File: src/rtl/spi_master_param_top.sv
// Wishbone-slave SPI master: configurable word width, TX/RX FIFOs,
// slave-select count, all four CPOL/CPHA modes, bit order and clock divider.
//
// state | meaning
// ------+---------------------------------------------------------------
// IDLE  | sck at CPOL, waiting for SPE and a queued TX word
// LOAD  | pop TX word, latch mode/divider for this word, 1 cycle
// LEAD  | sck away from CPOL for DIV+1 cycles
// TRAIL | sck back at CPOL for DIV+1 cycles, then next bit or DONE
// DONE  | push RX word, set SPIF, 1 cycle
`timescale 1ns/1ps
module spi_master_param_top #(
   parameter int DW         = 8,
   parameter int FIFO_DEPTH = 4,
   parameter int NSS        = 4,
   parameter int DIV_W      = 8
) (
   input  logic           clk_i,
   input  logic           rst_i,
   input  logic [2:0]     adr_i,
   input  logic           cyc_i,
   input  logic           stb_i,
   input  logic           we_i,
   input  logic [DW-1:0]  dat_i,
   output logic [DW-1:0]  dat_o,
   output logic           ack_o,
   output logic           inta_o,
   output logic           sck_o,
   output logic           mosi_o,
   input  logic           miso_i,
   output logic [NSS-1:0] ss_n_o
);
   localparam int AW = $clog2(FIFO_DEPTH);
   localparam int BW = $clog2(DW);

   typedef enum logic [2:0] {ST_IDLE, ST_LOAD, ST_LEAD, ST_TRAIL, ST_DONE} state_t;
   state_t state, state_nx;

   logic             spie, spe, lsbf, cpol, cpha, spif, wcol, rovr;
   logic [DIV_W-1:0] div_r, div_l, cnt;
   logic [NSS-1:0]   ss_r;
   logic             cpol_l, cpha_l, lsbf_l;
   logic [DW-1:0]    tx_sh, rx_sh;
   logic [BW-1:0]    bitcnt;

   logic [DW-1:0]    tx_mem [FIFO_DEPTH];
   logic [DW-1:0]    rx_mem [FIFO_DEPTH];
   logic [AW-1:0]    tx_wp, tx_rp, rx_wp, rx_rp;
   logic [AW:0]      tx_cnt, rx_cnt;
   logic             tx_full, tx_empty, rx_full, rx_empty;

   logic             req, acc, wr, rd, pop_ok, abort;
   logic             wr_ctrl, wr_stat, wr_data, wr_div, wr_ss;
   logic             tx_push, tx_pop, rx_push, rx_pop, done, sample, shift;
   logic [7:0]       wdat8, ctrl8, stat8;
   logic [DW-1:0]    rd_mux;

   assign tx_full  = (tx_cnt == (AW+1)'(FIFO_DEPTH));
   assign tx_empty = (tx_cnt == '0);
   assign rx_full  = (rx_cnt == (AW+1)'(FIFO_DEPTH));
   assign rx_empty = (rx_cnt == '0);

   // Register side effects land on the ack cycle, while the master still holds the request.
   assign req     = cyc_i & stb_i & ~ack_o;
   assign acc     = cyc_i & stb_i & ack_o;
   assign wr      = acc & we_i;
   assign rd      = acc & ~we_i;
   assign wdat8   = 8'(dat_i);
   assign wr_ctrl = wr & (adr_i == 3'd0);
   assign wr_stat = wr & (adr_i == 3'd1);
   assign wr_data = wr & (adr_i == 3'd2);
   assign wr_div  = wr & (adr_i == 3'd3);
   assign wr_ss   = wr & (adr_i == 3'd4);
   assign abort   = wr_ctrl & ~wdat8[6];
   assign tx_push = wr_data & ~tx_full;
   assign rx_push = done & ~rx_full;
   assign rx_pop  = rd & (adr_i == 3'd2) & pop_ok;

   assign ctrl8  = {spie, spe, lsbf, 1'b0, cpol, cpha, 2'b00};
   assign stat8  = {spif, wcol, rovr, 1'b0, tx_full, tx_empty, rx_full, rx_empty};
   assign ss_n_o = ~ss_r;
   assign mosi_o = lsbf_l ? tx_sh[0] : tx_sh[DW-1];

   // Read data mux, captured into dat_o when the request is first seen.
   always_comb begin
      rd_mux = '0;
      case (adr_i)
         3'd0: rd_mux = DW'(ctrl8);
         3'd1: rd_mux = DW'(stat8);
         3'd2: rd_mux = rx_empty ? '0 : rx_mem[rx_rp];
         3'd3: rd_mux = DW'(8'(div_r));
         3'd4: rd_mux = DW'(ss_r);
         default: rd_mux = '0;
      endcase
   end

   // Bus handshake: one-cycle ack, registered read data.
   always_ff @(posedge clk_i or negedge rst_i) begin
      if (!rst_i) begin
         ack_o  <= 1'b0;
         dat_o  <= '0;
         pop_ok <= 1'b0;
      end else begin
         ack_o <= req;
         if (req) begin
            dat_o  <= rd_mux;
            pop_ok <= (adr_i == 3'd2) & ~rx_empty;
         end
      end
   end

   // Control/status registers and interrupt.
   always_ff @(posedge clk_i or negedge rst_i) begin
      if (!rst_i) begin
         {spie, spe, lsbf, cpol, cpha} <= '0;
         {spif, wcol, rovr}            <= '0;
         div_r  <= '0;
         ss_r   <= '0;
         inta_o <= 1'b0;
      end else begin
         if (wr_ctrl) {spie, spe, lsbf, cpol, cpha} <= {wdat8[7:5], wdat8[3:2]};
         if (wr_div)  div_r <= DIV_W'(wdat8);
         if (wr_ss)   ss_r  <= NSS'(wdat8);
         spif   <= (done & ~abort) | (spif & ~(wr_stat & wdat8[7]));
         wcol   <= (wr_data & tx_full) | (wcol & ~(wr_stat & wdat8[6]));
         rovr   <= (done & rx_full) | (rovr & ~(wr_stat & wdat8[5]));
         inta_o <= spie & spif;
      end
   end

   // FIFO pointers and occupancy; a CTRL write clearing SPE flushes both.
   always_ff @(posedge clk_i or negedge rst_i) begin
      if (!rst_i) begin
         tx_wp <= '0; tx_rp <= '0; tx_cnt <= '0;
         rx_wp <= '0; rx_rp <= '0; rx_cnt <= '0;
      end else if (abort) begin
         tx_wp <= '0; tx_rp <= '0; tx_cnt <= '0;
         rx_wp <= '0; rx_rp <= '0; rx_cnt <= '0;
      end else begin
         if (tx_push) tx_wp <= tx_wp + AW'(1);
         if (tx_pop)  tx_rp <= tx_rp + AW'(1);
         if (tx_push & ~tx_pop) tx_cnt <= tx_cnt + (AW+1)'(1);
         else if (~tx_push & tx_pop) tx_cnt <= tx_cnt - (AW+1)'(1);
         if (rx_push) rx_wp <= rx_wp + AW'(1);
         if (rx_pop)  rx_rp <= rx_rp + AW'(1);
         if (rx_push & ~rx_pop) rx_cnt <= rx_cnt + (AW+1)'(1);
         else if (~rx_push & rx_pop) rx_cnt <= rx_cnt - (AW+1)'(1);
      end
   end

   // FIFO storage, no reset needed.
   always_ff @(posedge clk_i) begin
      if (tx_push) tx_mem[tx_wp] <= dat_i;
      if (rx_push) rx_mem[rx_wp] <= rx_sh;
   end

   // State register.
   always_ff @(posedge clk_i or negedge rst_i) begin
      if (!rst_i) state <= ST_IDLE;
      else        state <= state_nx;
   end

   // Next state and per-cycle strobes; an abort overrides everything.
   always_comb begin
      state_nx = state;
      tx_pop   = 1'b0;
      done     = 1'b0;
      sample   = 1'b0;
      shift    = 1'b0;
      case (state)
         ST_IDLE: if (spe && !tx_empty) state_nx = ST_LOAD;
         ST_LOAD: begin
            tx_pop   = 1'b1;
            state_nx = ST_LEAD;
         end
         ST_LEAD: if (cnt == '0) begin
            sample   = ~cpha_l;
            state_nx = ST_TRAIL;
         end
         ST_TRAIL: if (cnt == '0) begin
            sample = cpha_l;
            if (bitcnt != '0) begin
               shift    = 1'b1;
               state_nx = ST_LEAD;
            end else begin
               state_nx = ST_DONE;
            end
         end
         ST_DONE: begin
            done     = 1'b1;
            state_nx = (spe && !tx_empty) ? ST_LOAD : ST_IDLE;
         end
         default: state_nx = ST_IDLE;
      endcase
      if (abort) begin
         state_nx = ST_IDLE;
         tx_pop   = 1'b0;
         done     = 1'b0;
         sample   = 1'b0;
         shift    = 1'b0;
      end
   end

   // Shift datapath and half-period down-counter; mode is frozen per word at LOAD.
   always_ff @(posedge clk_i or negedge rst_i) begin
      if (!rst_i) begin
         tx_sh  <= '0;
         rx_sh  <= '0;
         cnt    <= '0;
         div_l  <= '0;
         bitcnt <= '0;
         {cpol_l, cpha_l, lsbf_l} <= '0;
      end else if (tx_pop) begin
         tx_sh  <= tx_mem[tx_rp];
         {cpol_l, cpha_l, lsbf_l} <= {cpol, cpha, lsbf};
         div_l  <= div_r;
         cnt    <= div_r;
         bitcnt <= BW'(DW-1);
      end else begin
         if (state == ST_LEAD || state == ST_TRAIL)
            cnt <= (cnt == '0) ? div_l : cnt - DIV_W'(1);
         if (shift) begin
            tx_sh  <= lsbf_l ? (tx_sh >> 1) : (tx_sh << 1);
            bitcnt <= bitcnt - BW'(1);
         end
         if (sample)
            rx_sh <= lsbf_l ? {miso_i, rx_sh[DW-1:1]} : {rx_sh[DW-2:0], miso_i};
      end
   end

   // SPI clock: idle level in IDLE/LOAD/DONE, inverted only during LEAD.
   always_comb begin
      case (state)
         ST_LEAD:           sck_o = ~cpol_l;
         ST_TRAIL, ST_DONE: sck_o = cpol_l;
         default:           sck_o = cpol;
      endcase
   end
endmodule

File: config.mk
export PLATFORM = sky130hd
export DESIGN_NAME = spi_master_param_top
export DESIGN_NICKNAME = d
export VERILOG_FILES = /design/src/rtl/spi_master_param_top.sv
export SDC_FILE = /design/constraint.sdc
export NUM_CORES = 1
export LEC_CHECK = 0
export BUFFER_PORTS_ARGS = -buffer_cell sky130_fd_sc_hd__clkbuf_2
export CAP_MARGIN = 20
export CORE_ASPECT_RATIO = 0.9
export CORE_UTILIZATION = 57
export CTS_BUF_LIST = sky130_fd_sc_hd__clkbuf_4 sky130_fd_sc_hd__clkbuf_8
export DETAILED_ROUTE_END_ITERATION = 7
export PLACE_DENSITY = 0.78
export SLEW_MARGIN = 30
export SYNTH_ARGS = -nofsm -noshare
export SYNTH_HDL_FRONTEND = slang
export SYNTH_SLANG_ARGS = --single-unit
File: constraint.sdc
create_clock -name clk_i -period 2.3 [get_ports clk_i]
set_input_delay 0.115 -clock clk_i [delete_from_list [all_inputs] [get_ports clk_i]]
set_output_delay 0.115 -clock clk_i [all_outputs]
set_load 0.05 [all_outputs]
==> results_dict.tcl, run 1 <==
set metrics [dict create \
    fin_skew_ns 0.0136 \
    cp-start-kind "register" \
    vias 4596 \
    tns_ns 0 \
    rsz0062_at_grt "no" \
    worst_slew_pin_slew_ns 0.684 \
    syn_to_final_growth_pct 15.5 \
    wl_per_cell_um 19.0 \
    grt_max_degree 44 \
    rr_startpoint "rx_cnt[1]" \
    yosysTopAreaCell "dfrtp_1" \
    synth_cell_types 64 \
    firstDrtPassIters 7 \
    port_buffers 32 \
    max_freq_ghz 0.462 \
    clkLatencyLatePin_ns 0.45 \
    cts_buffer_depth 2 \
    path_cells "nor2_2 -> buf_4 -> nor2_1 -> a221oi_2 -> clkbuf_4" \
    cts-htree-levels 4 \
    drtIter0Drc 497 \
    path_delay_family "flip-flops" \
    wirelength_um 15000 \
    final-setup-viol-count 0 \
    syn_nets 576 \
    post_cts_buffers 0 \
    place_ws_ns 0.0357 \
    cellPowerDensity_nw_per_um2 736 \
    ir_drop_mv 0.395 \
    final_antenna_net_count 0 \
    grt_overflow 0 \
    ys.flop_type "dfrtp_1" \
    reg2reg_to "rx_cnt[2]" \
    r2r_slack_ns 0.13 \
    fin_crit_sh_pct 94.2 \
    synth-seq-area-share_pct 58.2 \
    start_util_pct 58.2 \
    diodes 0 \
    cts_made_buffers 17 \
    synth_edf_count 64 \
    run_status "finished clean" \
    crit_fanout 9 \
    worstRegToRegCells 7 \
    cpPeakStageDelay_ns 0.53 \
    antenna_found_initial 0 \
    hold_path.class "in -> reg" \
    final_core_util_pct 67.2 \
    end_kind "output port" \
    hpwl_um 10500 \
    synthTopCellsByArea "dfrtp_1, edfxtp_1, mux2_2" \
    place_congestion 0.889 \
    async_flop_share_pct 57.3 \
    root_buffer "clkbuf_8" \
    die_h_um 107 \
    syn_area_sq_um 7000 \
    maxCapViolCount 0 \
    hold_depth 2 \
    final_nets 645 \
    drive_gt1_share_pct 28.2 \
    drc 0 \
    syn_inst 545 \
    synth-seq-cells 150 \
    grt_pass1_wl_um 24200 \
    path_class "reg -> out" \
    tritoncts "done" \
    path_clk_slew_ns 0.09 \
    dieArea_sq_um 12700 \
    first_global_vias 4647 \
    min_from "dat_i[6]" \
    leakage_nw 3.36 \
    synthDominantCellAreaShare_pct 30.7 \
    hold_path_end "tx_mem[1][6]" \
    hold_viol 0 \
    grt_use_total_pct 25.7 \
    fin_crit_ns 2.17 \
    fin_ws_ns 0.134 \
    yosysMostFrequentCell "dfrtp_1" \
    relSlewSlack_pct 54.2 \
    drv_slew 0 \
    fin_total_pwr_mw 5.95 \
    core_sq_um 12000 \
    cp_data_arrival_time_ns 2.05 \
    rows 38 \
    avgSynthCellArea_sq_um 12.8 \
    via_per_inst 5.84 \
    io-pin-count 33 \
    yosysWarnings 0 \
    worst-path-buf-inv 2 \
    clock-sinks 150 \
    synth_top_cells_by_count "dfrtp_1, nand2_1, edfxtp_1, nor2_1, mux2_2" \
    crit_path_top_delay_cell "dfrtp_1" \
    die_width_um 119 \
    worstPathRequired_ns 2.18 \
]
metal layers:
| layer | global-route usage, % | wire [um] | up-vias |
|---|---|---|---|
| met5 | 0 | 0 | - |
| met3 | 7.50 | 1040 | 19 |
| met1 | 35.4 | 6700 | 2314 |
| met2 | 39.8 | 7030 | 149 |
| li1 | - | - | 2114 |
| met4 | 7.32 | 186 | 0 |
logic make-up (layout without fill, tap and decap cells):
family                   count (synthesis)  after routing  share of synthesized area [%]
multiplexers                            69             69                           13.4
adder cells (fa/ha/maj)                 14             14                           2.72
AO/OA/AOI/OAI                           76             76                           7.24
AND/OR/NAND/NOR                        176            176                           13.6
XOR/XNOR                                15             15                           1.98
buffers and inverters                   45            127                           2.82
flip-flops                             150            150                           58.2
worst reg2reg max path: stages, from the launching register on:
cell	delay, ns
dfrtp_1	0.39
or3b_4	0.41
nand3_2	0.10
nor3_2	0.05
fa_2	0.36
or4_1	0.46
o21ai_1	0.11
mux2i_1	0.21
layout make-up:
cell class,count,area [sq um]
Multi-Input combinational cell,350,2760
Timing Repair Buffer,74,588
Clock inverter,13,124
Fill cell,844,3950
Inverter,21,78.8
Clock buffer,19,255
Tap cell,160,200
Sequential cell,150,4080
how the worst max path moves through the flow:
stage,from,end,cells after the start
3_5_place_dp,rx_cnt[1],rx_cnt[2],7
3_3_place_gp,rx_cnt[1],rx_cnt[2],7
6_report,state[0],sck_o,5
5_1_grt,state[0],tx_cnt[2],7
4_1_cts,rx_cnt[1],rx_cnt[2],7
2_1_floorplan,ack_o,rx_cnt[2],7
registers in the layout, indices dropped and copies added, names as in the netlist, 2 cells and up:
name and cells:
tx_cnt 3, state 3, div_r 8, rx_sh 8
rx_wp 2, tx_sh 8, tx_wp 2, rx_cnt 3
ss_r 4, bitcnt 3, rx_rp 2, tx_mem 32
div_l 8, tx_rp 2, cnt 8, rx_mem 32
dat_o 8
metrics by stage:
| stage | instances | hold WS, ns | instance area [sq um] |
|---|---|---|---|
| after CTS | 787 | 0.0121 | 8060 |
| final | 787 | 0.0388 | 8080 |
| after floorplan | 545 | -0.181 | 7010 |
| after global placement | 747 | 0.156 | 7600 |
| after global routing | 787 | 0.00722 | 8080 |
| after detailed placement | 747 | 0.164 | 7600 |
placed cells by master, fill, tap and decap left out, types with 4 or more instances in the layout:
master / instances
mux4_2: 16
buf_4: 28
dlygate4sd3_1: 8
a21oi_1: 12
edfxtp_1: 64
a221o_1: 4
ha_1: 12
nand2_1: 74
nor2_1: 38
nor3b_2: 4
mux2_2: 32
nand3b_1: 4
o21ai_1: 13
o21ai_0: 16
dfrtp_1: 85
nor3_1: 10
clkbuf_8: 18
mux2_1: 8
xor2_1: 4
and2_1: 9
inv_1: 21
clkbuf_2: 30
buf_12: 7
a22oi_1: 12
xnor2_1: 10
clkinv_4: 5
mux2i_1: 13
power by group:
part / total (mW) / switching, mW / internal, mW
combinational: 0.836 / 0.473 / 0.363
sequential: 3.19 / 0.241 / 2.95
clock: 1.93 / 1.02 / 0.907
total: 5.95 / 1.74 / 4.22
what timing repair did:
action | 4_1_cts | 5_1_grt
endpoints found under the hold margin | 74 | 0
resized for setup | 0 | 6
hold buffers | 8 | 0
setup endpoints to repair | 0 | 22
Power figures use the tool's default switching activity.
==> inputs of run 2 (changes only) <==
--- a/config.mk
+++ b/config.mk
@@ -6,12 +6,14 @@
 export NUM_CORES = 1
 export LEC_CHECK = 0
 export BUFFER_PORTS_ARGS = -buffer_cell sky130_fd_sc_hd__clkbuf_2
-export CAP_MARGIN = 20
+export CAP_MARGIN = 10
+export CELL_PAD_IN_SITES_DETAIL_PLACEMENT = 1
+export CELL_PAD_IN_SITES_GLOBAL_PLACEMENT = 1
 export CORE_ASPECT_RATIO = 0.9
-export CORE_UTILIZATION = 57
+export CORE_UTILIZATION = 48
 export CTS_BUF_LIST = sky130_fd_sc_hd__clkbuf_4 sky130_fd_sc_hd__clkbuf_8
 export DETAILED_ROUTE_END_ITERATION = 7
-export PLACE_DENSITY = 0.78
+export PLACE_DENSITY_LB_ADDON = 0.1
 export SLEW_MARGIN = 30
 export SYNTH_ARGS = -nofsm -noshare
 export SYNTH_HDL_FRONTEND = slang
==> run 2 against run 1 <==
Setup slack worse by 0.057 ns. Sequential cell count unchanged. Cell count increased by 4.3%. Clock power increased by 5%. Global-route usage down 1.3 points. Critical endpoint is now rx_cnt[2].
==> results_dict.tcl, run 2 (synthesis results as in run 1) <==
set metrics [dict create \
    hold_depth 2 \
    largestRegisters "rx_mem (32), tx_mem (32)" \
    io-pin-count 33 \
    place_inst 778 \
    fin_total_pwr_mw 6.06 \
    die_h_um 117 \
    layout_commonest_cell "dfrtp_1" \
    cts_made_buffers 17 \
    hold_ws_ns 0.0425 \
    final_antenna_net_count 0 \
    cts_buffer_depth 2 \
    grt_pass1_wl_um 26600 \
    cp_data_arrival_time_ns 2.60 \
    fin_crit_ns 2.22 \
    min_from "dat_i[6]" \
    drv_slew 0 \
    crit_fanout 5 \
    clock-sinks 150 \
    root_buffer "clkbuf_8" \
    rr_startpoint "ack_o" \
    tns_ns 0 \
    dieArea_sq_um 15100 \
    wl_met3_um 420 \
    layout_common_cells "dfrtp_1, nand2_1, edfxtp_1" \
    path_class "reg -> reg" \
    core_sq_um 14100 \
    via_per_inst 5.50 \
    final_nets 645 \
    hold_viol 0 \
    worstRegToRegCells 7 \
    grt_max_degree 45 \
    drc 0 \
    tritoncts "done" \
    place_ws_ns -0.0712 \
    final_core_util_pct 57.6 \
    port_buffers 32 \
    wirelength_um 16800 \
    path_clk_slew_ns 0.10 \
    fin_ws_ns 0.0772 \
    fin_skew_ns 0.0198 \
    hold_path.class "in -> reg" \
    relSlewSlack_pct 56.6 \
    leakage_nw 3.36 \
    rows 41 \
    ir_drop_mv 0.591 \
    wl_per_cell_um 20.5 \
    drive_gt1_share_pct 28.2 \
    first_global_vias 4763 \
    drtIter0Drc 233 \
    die_width_um 129 \
    cts-htree-levels 4 \
    syn_to_final_growth_pct 16.1 \
    post_dp_cell_area_sq_um 7630 \
    start_util_pct 49.6 \
    worst_slew_pin_slew_ns 0.645 \
    rsz0062_at_grt "no" \
    end_kind "register" \
    place_congestion 0.815 \
    fin_cells 821 \
    hold_path_end "tx_mem[0][6]" \
    fin_area_sq_um 8130 \
    met1Wirelength_um 7530 \
    grt_use_total_pct 24.4 \
    r2r_slack_ns 0.08 \
    clkLatencyLatePin_ns 0.46 \
    grt_overflow 0 \
    fin_crit_sh_pct 96.6 \
    max_freq_ghz 0.450 \
    met2_wirelength_um 8430 \
    routed.top_layer "met4" \
    firstDrtPassIters 4 \
    cellPowerDensity_nw_per_um2 746 \
    antenna_found_initial 1 \
    run_status "finished clean" \
    final-setup-viol-count 0 \
    hpwl_um 12300 \
    worstPathRequired_ns 2.67 \
    maxCapViolCount 0 \
    reg2reg_to "rx_cnt[2]" \
    vias 4518 \
    cp-start-kind "register" \
]
[run 2: cell count changes in the layout (fill, tap and decap cells not counted), moves of 2 or more]
| cell | delta |
|---|---|
| inv_6 | +2 |
| inv_8 | +2 |
| clkbuf_4 | -2 |
| clkinv_4 | -3 |
[run 2: final cells by class]
cell class | count | area, sq um
diodes | 1 | 2.50
repair buffers | 74 | 586
clock inverters | 14 | 141
multi-input cells | 350 | 2750
flip-flops and latches | 150 | 4080
clock buffers | 18 | 248
inverters | 21 | 78.8
well taps | 193 | 241
fillers | 1419 | 5980
[run 2: worst max path at each step]
stage | from | end | slack (ns) | depth (start not counted)
6_report | ack_o | rx_cnt[2] | 0.08 | 7
5_1_grt | rx_cnt[1] | rx_cnt[2] | 0.006 | 7
4_1_cts | state[2] | sck_o | 0.04 | 3
3_5_place_dp | rx_cnt[2] | rx_cnt[2] | -0.07 | 7
3_3_place_gp | rx_cnt[1] | rx_cnt[2] | 0.07 | 7
2_1_floorplan | ack_o | rx_cnt[2] | -0.11 | 7
[run 2: layer usage]
metal	track usage (%)	up-vias
met5	0	-
li1	-	2113
met2	41.1	64
met1	30.7	2316
met3	4.86	25
met4	10.7	0
[run 2: worst max-delay path: stages (launching register included)]
cell and delay [ns]:
dfrtp_2 0.41, nand3_2 0.11, nor4_4 0.34, nor3_2 0.10
fa_2 0.37, or4_1 0.48, o21ai_1 0.12, mux2i_1 0.22
[run 2: repair_timing]
| item | 4_1_cts | 5_1_grt |
|---|---|---|
| setup buffers | 1 | 1 |
| resized for setup | 2 | 1 |
| endpoints found under the hold margin | 73 | 0 |
| setup endpoints to repair | 1 | 2 |
| hold buffers | 8 | 0 |
[run 2: power by group]
group	total (mW)	internal, mW	switching [mW]
Sequential	3.17	2.95	0.227
Combinational	0.862	0.366	0.497
Clock	2.02	0.915	1.11
==> inputs of run 3 (changes only) <==
--- a/config.mk
+++ b/config.mk
@@ -5,7 +5,7 @@
 export SDC_FILE = /design/constraint.sdc
 export NUM_CORES = 1
 export LEC_CHECK = 0
-export BUFFER_PORTS_ARGS = -buffer_cell sky130_fd_sc_hd__clkbuf_2
+export BUFFER_PORTS_ARGS = -buffer_cell sky130_fd_sc_hd__buf_4
 export CAP_MARGIN = 10
 export CELL_PAD_IN_SITES_DETAIL_PLACEMENT = 1
 export CELL_PAD_IN_SITES_GLOBAL_PLACEMENT = 1
==> run 3 against run 2 <==
Clock-buffer cell count grew 1. Via count grew 0.82%. First-iteration DRC count shrank 26%. Core utilization grew 0.63 points. Critical path type is now in -> reg. Global-route usage is essentially flat. Worst hold slack gained 0.055 ns. Register-to-register slack is essentially flat. Highest routed layer unchanged. Clock power shrank 4%.
==> results_dict.tcl, run 3 (synthesis results as in run 1) <==
set metrics [dict create \
    run_status "finished clean" \
    nFillCells 1439 \
    fin_crit_sh_pct 97.6 \
    grt_max_degree 38 \
    io-pin-count 33 \
    final_antenna_net_count 0 \
    worst_slew_pin_slew_ns 0.746 \
    start_util_pct 49.6 \
    place_ws_ns -0.0517 \
    core_sq_um 14100 \
    fin_skew_ns 0.0171 \
    max_freq_ghz 0.445 \
    die_h_um 117 \
    cts_made_buffers 17 \
    drive_gt1_share_pct 28.4 \
    fin_ws_ns 0.0542 \
    dieArea_sq_um 15100 \
    antenna_found_initial 0 \
    layout_common_cells "dfrtp_1, nand2_1, edfxtp_1" \
    grt_pass1_wl_um 26600 \
    relSlewSlack_pct 49.8 \
    wl_per_cell_um 20.3 \
    root_buffer "clkbuf_8" \
    cellPowerDensity_nw_per_um2 731 \
    die_width_um 129 \
    crit_fanout 8 \
    final_core_util_pct 58.2 \
    hold_viol 0 \
    place_congestion 0.780 \
    maxCapViolCount 0 \
    cts_buffer_depth 2 \
    tritoncts "done" \
    end_kind "register" \
    leakage_nw 3.38 \
    worstPathRequired_ns 2.68 \
    vias 4555 \
    layout_commonest_cell "dfrtp_1" \
    rows 41 \
    drc 0 \
    grt_overflow 0 \
    syn_to_final_growth_pct 17.4 \
    final-setup-viol-count 0 \
    hpwl_um 12300 \
    grt_use_total_pct 24.4 \
    clkLatencyLatePin_ns 0.47 \
    final_nets 645 \
    first_global_vias 4843 \
    largestRegisters "rx_mem (32), tx_mem (32)" \
    cts-htree-levels 4 \
    tns_ns 0 \
    drtIter0Drc 172 \
    diodes 0 \
    path_class "in -> reg" \
    cp-start-kind "input port" \
    port_buffers 32 \
    hold_path.class "in -> reg" \
    via_per_inst 5.55 \
    cp_data_arrival_time_ns 2.63 \
    ir_drop_mv 0.418 \
    path_clk_slew_ns 0.09 \
    drv_slew 0 \
    fin_total_pwr_mw 6.01 \
    rsz0062_at_grt "no" \
    firstDrtPassIters 4 \
    wirelength_um 16700 \
    clock-sinks 150 \
    fin_crit_ns 2.25 \
]
## run 3: cell types whose count changed in the layout (fill, tap and decap cells not counted), moves of 2 or more
cell           previous run  this run
inv_8                     2         0
dlygate4sd3_1             8        10
buf_4                    28        57
nor3b_1                   2         0
clkbuf_2                 31         0
clkbuf_4                  0         2
## run 3: repair_timing
action | CTS | global route
setup buffers | 1 | 0
endpoints found under the hold margin | 88 | 0
cloned | 0 | 0
resized for setup | 2 | 6
endpoints found under the setup margin | 1 | 19
hold buffers | 10 | 0
## run 3: report_power, final
| group | internal (mW) | switching (mW) |
|---|---|---|
| clock network | 0.890 | 1.05 |
| registers | 2.95 | 0.232 |
| logic | 0.397 | 0.493 |
## run 3: area by class of cell
cell class                      instances  area [sq um]  share of cell area [%]
Clock inverter                         13           125                    1.52
Timing Repair Buffer                   74           668                    8.13
Inverter                               21          78.8                   0.960
Multi-Input combinational cell        350          2780                    33.8
Sequential cell                       150          4080                    49.6
Tap cell                              193           241                    2.94
Clock buffer                           19           249                    3.03
## run 3: worst paths after layout
path / startpoint / end / slack (ns) / depth (start not counted)
worst min register to register: div_l[3] / div_l[3] / 0.48 / 2
max in group asynchronous: rst_i / ack_o / 1.46 / 3
worst max register to register: rx_cnt[0] / rx_cnt[2] / 0.09 / 7
min in group asynchronous: rst_i / tx_sh[6] / 0.18 / 2
worst min-delay path: adr_i[2] / dat_o[4] / 0.1 / 3
worst max-delay path: dat_i[6] / rx_cnt[2] / 0.05 / 9
## run 3: routing by layer
metal  vias up  part of all wire (%)  track usage (%)
met2        70                    51             41.0
met4         0                   2.5             9.65
met3        20                   3.3             5.45
li1       2113                     -                -
met5         -                     0                0
met1      2352                    44             30.9
## run 3: worst max-delay path: stages
cell,delay (ns)
dlygate4sd3_1,0.54
buf_4,0.17
or4_4,0.46
nor2_4,0.12
nor3_2,0.06
fa_2,0.38
or4_4,0.50
o21ai_2,0.08
mux2i_1,0.21
## run 3: stage by stage
stage / hold WS (ns) / instance area, sq um / cells
2_1_floorplan: -0.181 / 7010 / 545
3_3_place_gp: 0.129 / 7700 / 777
3_5_place_dp: 0.141 / 7700 / 777
4_1_cts: 0.0729 / 8190 / 820
5_1_grt: 0.0991 / 8210 / 820
6_report: 0.0977 / 8210 / 820
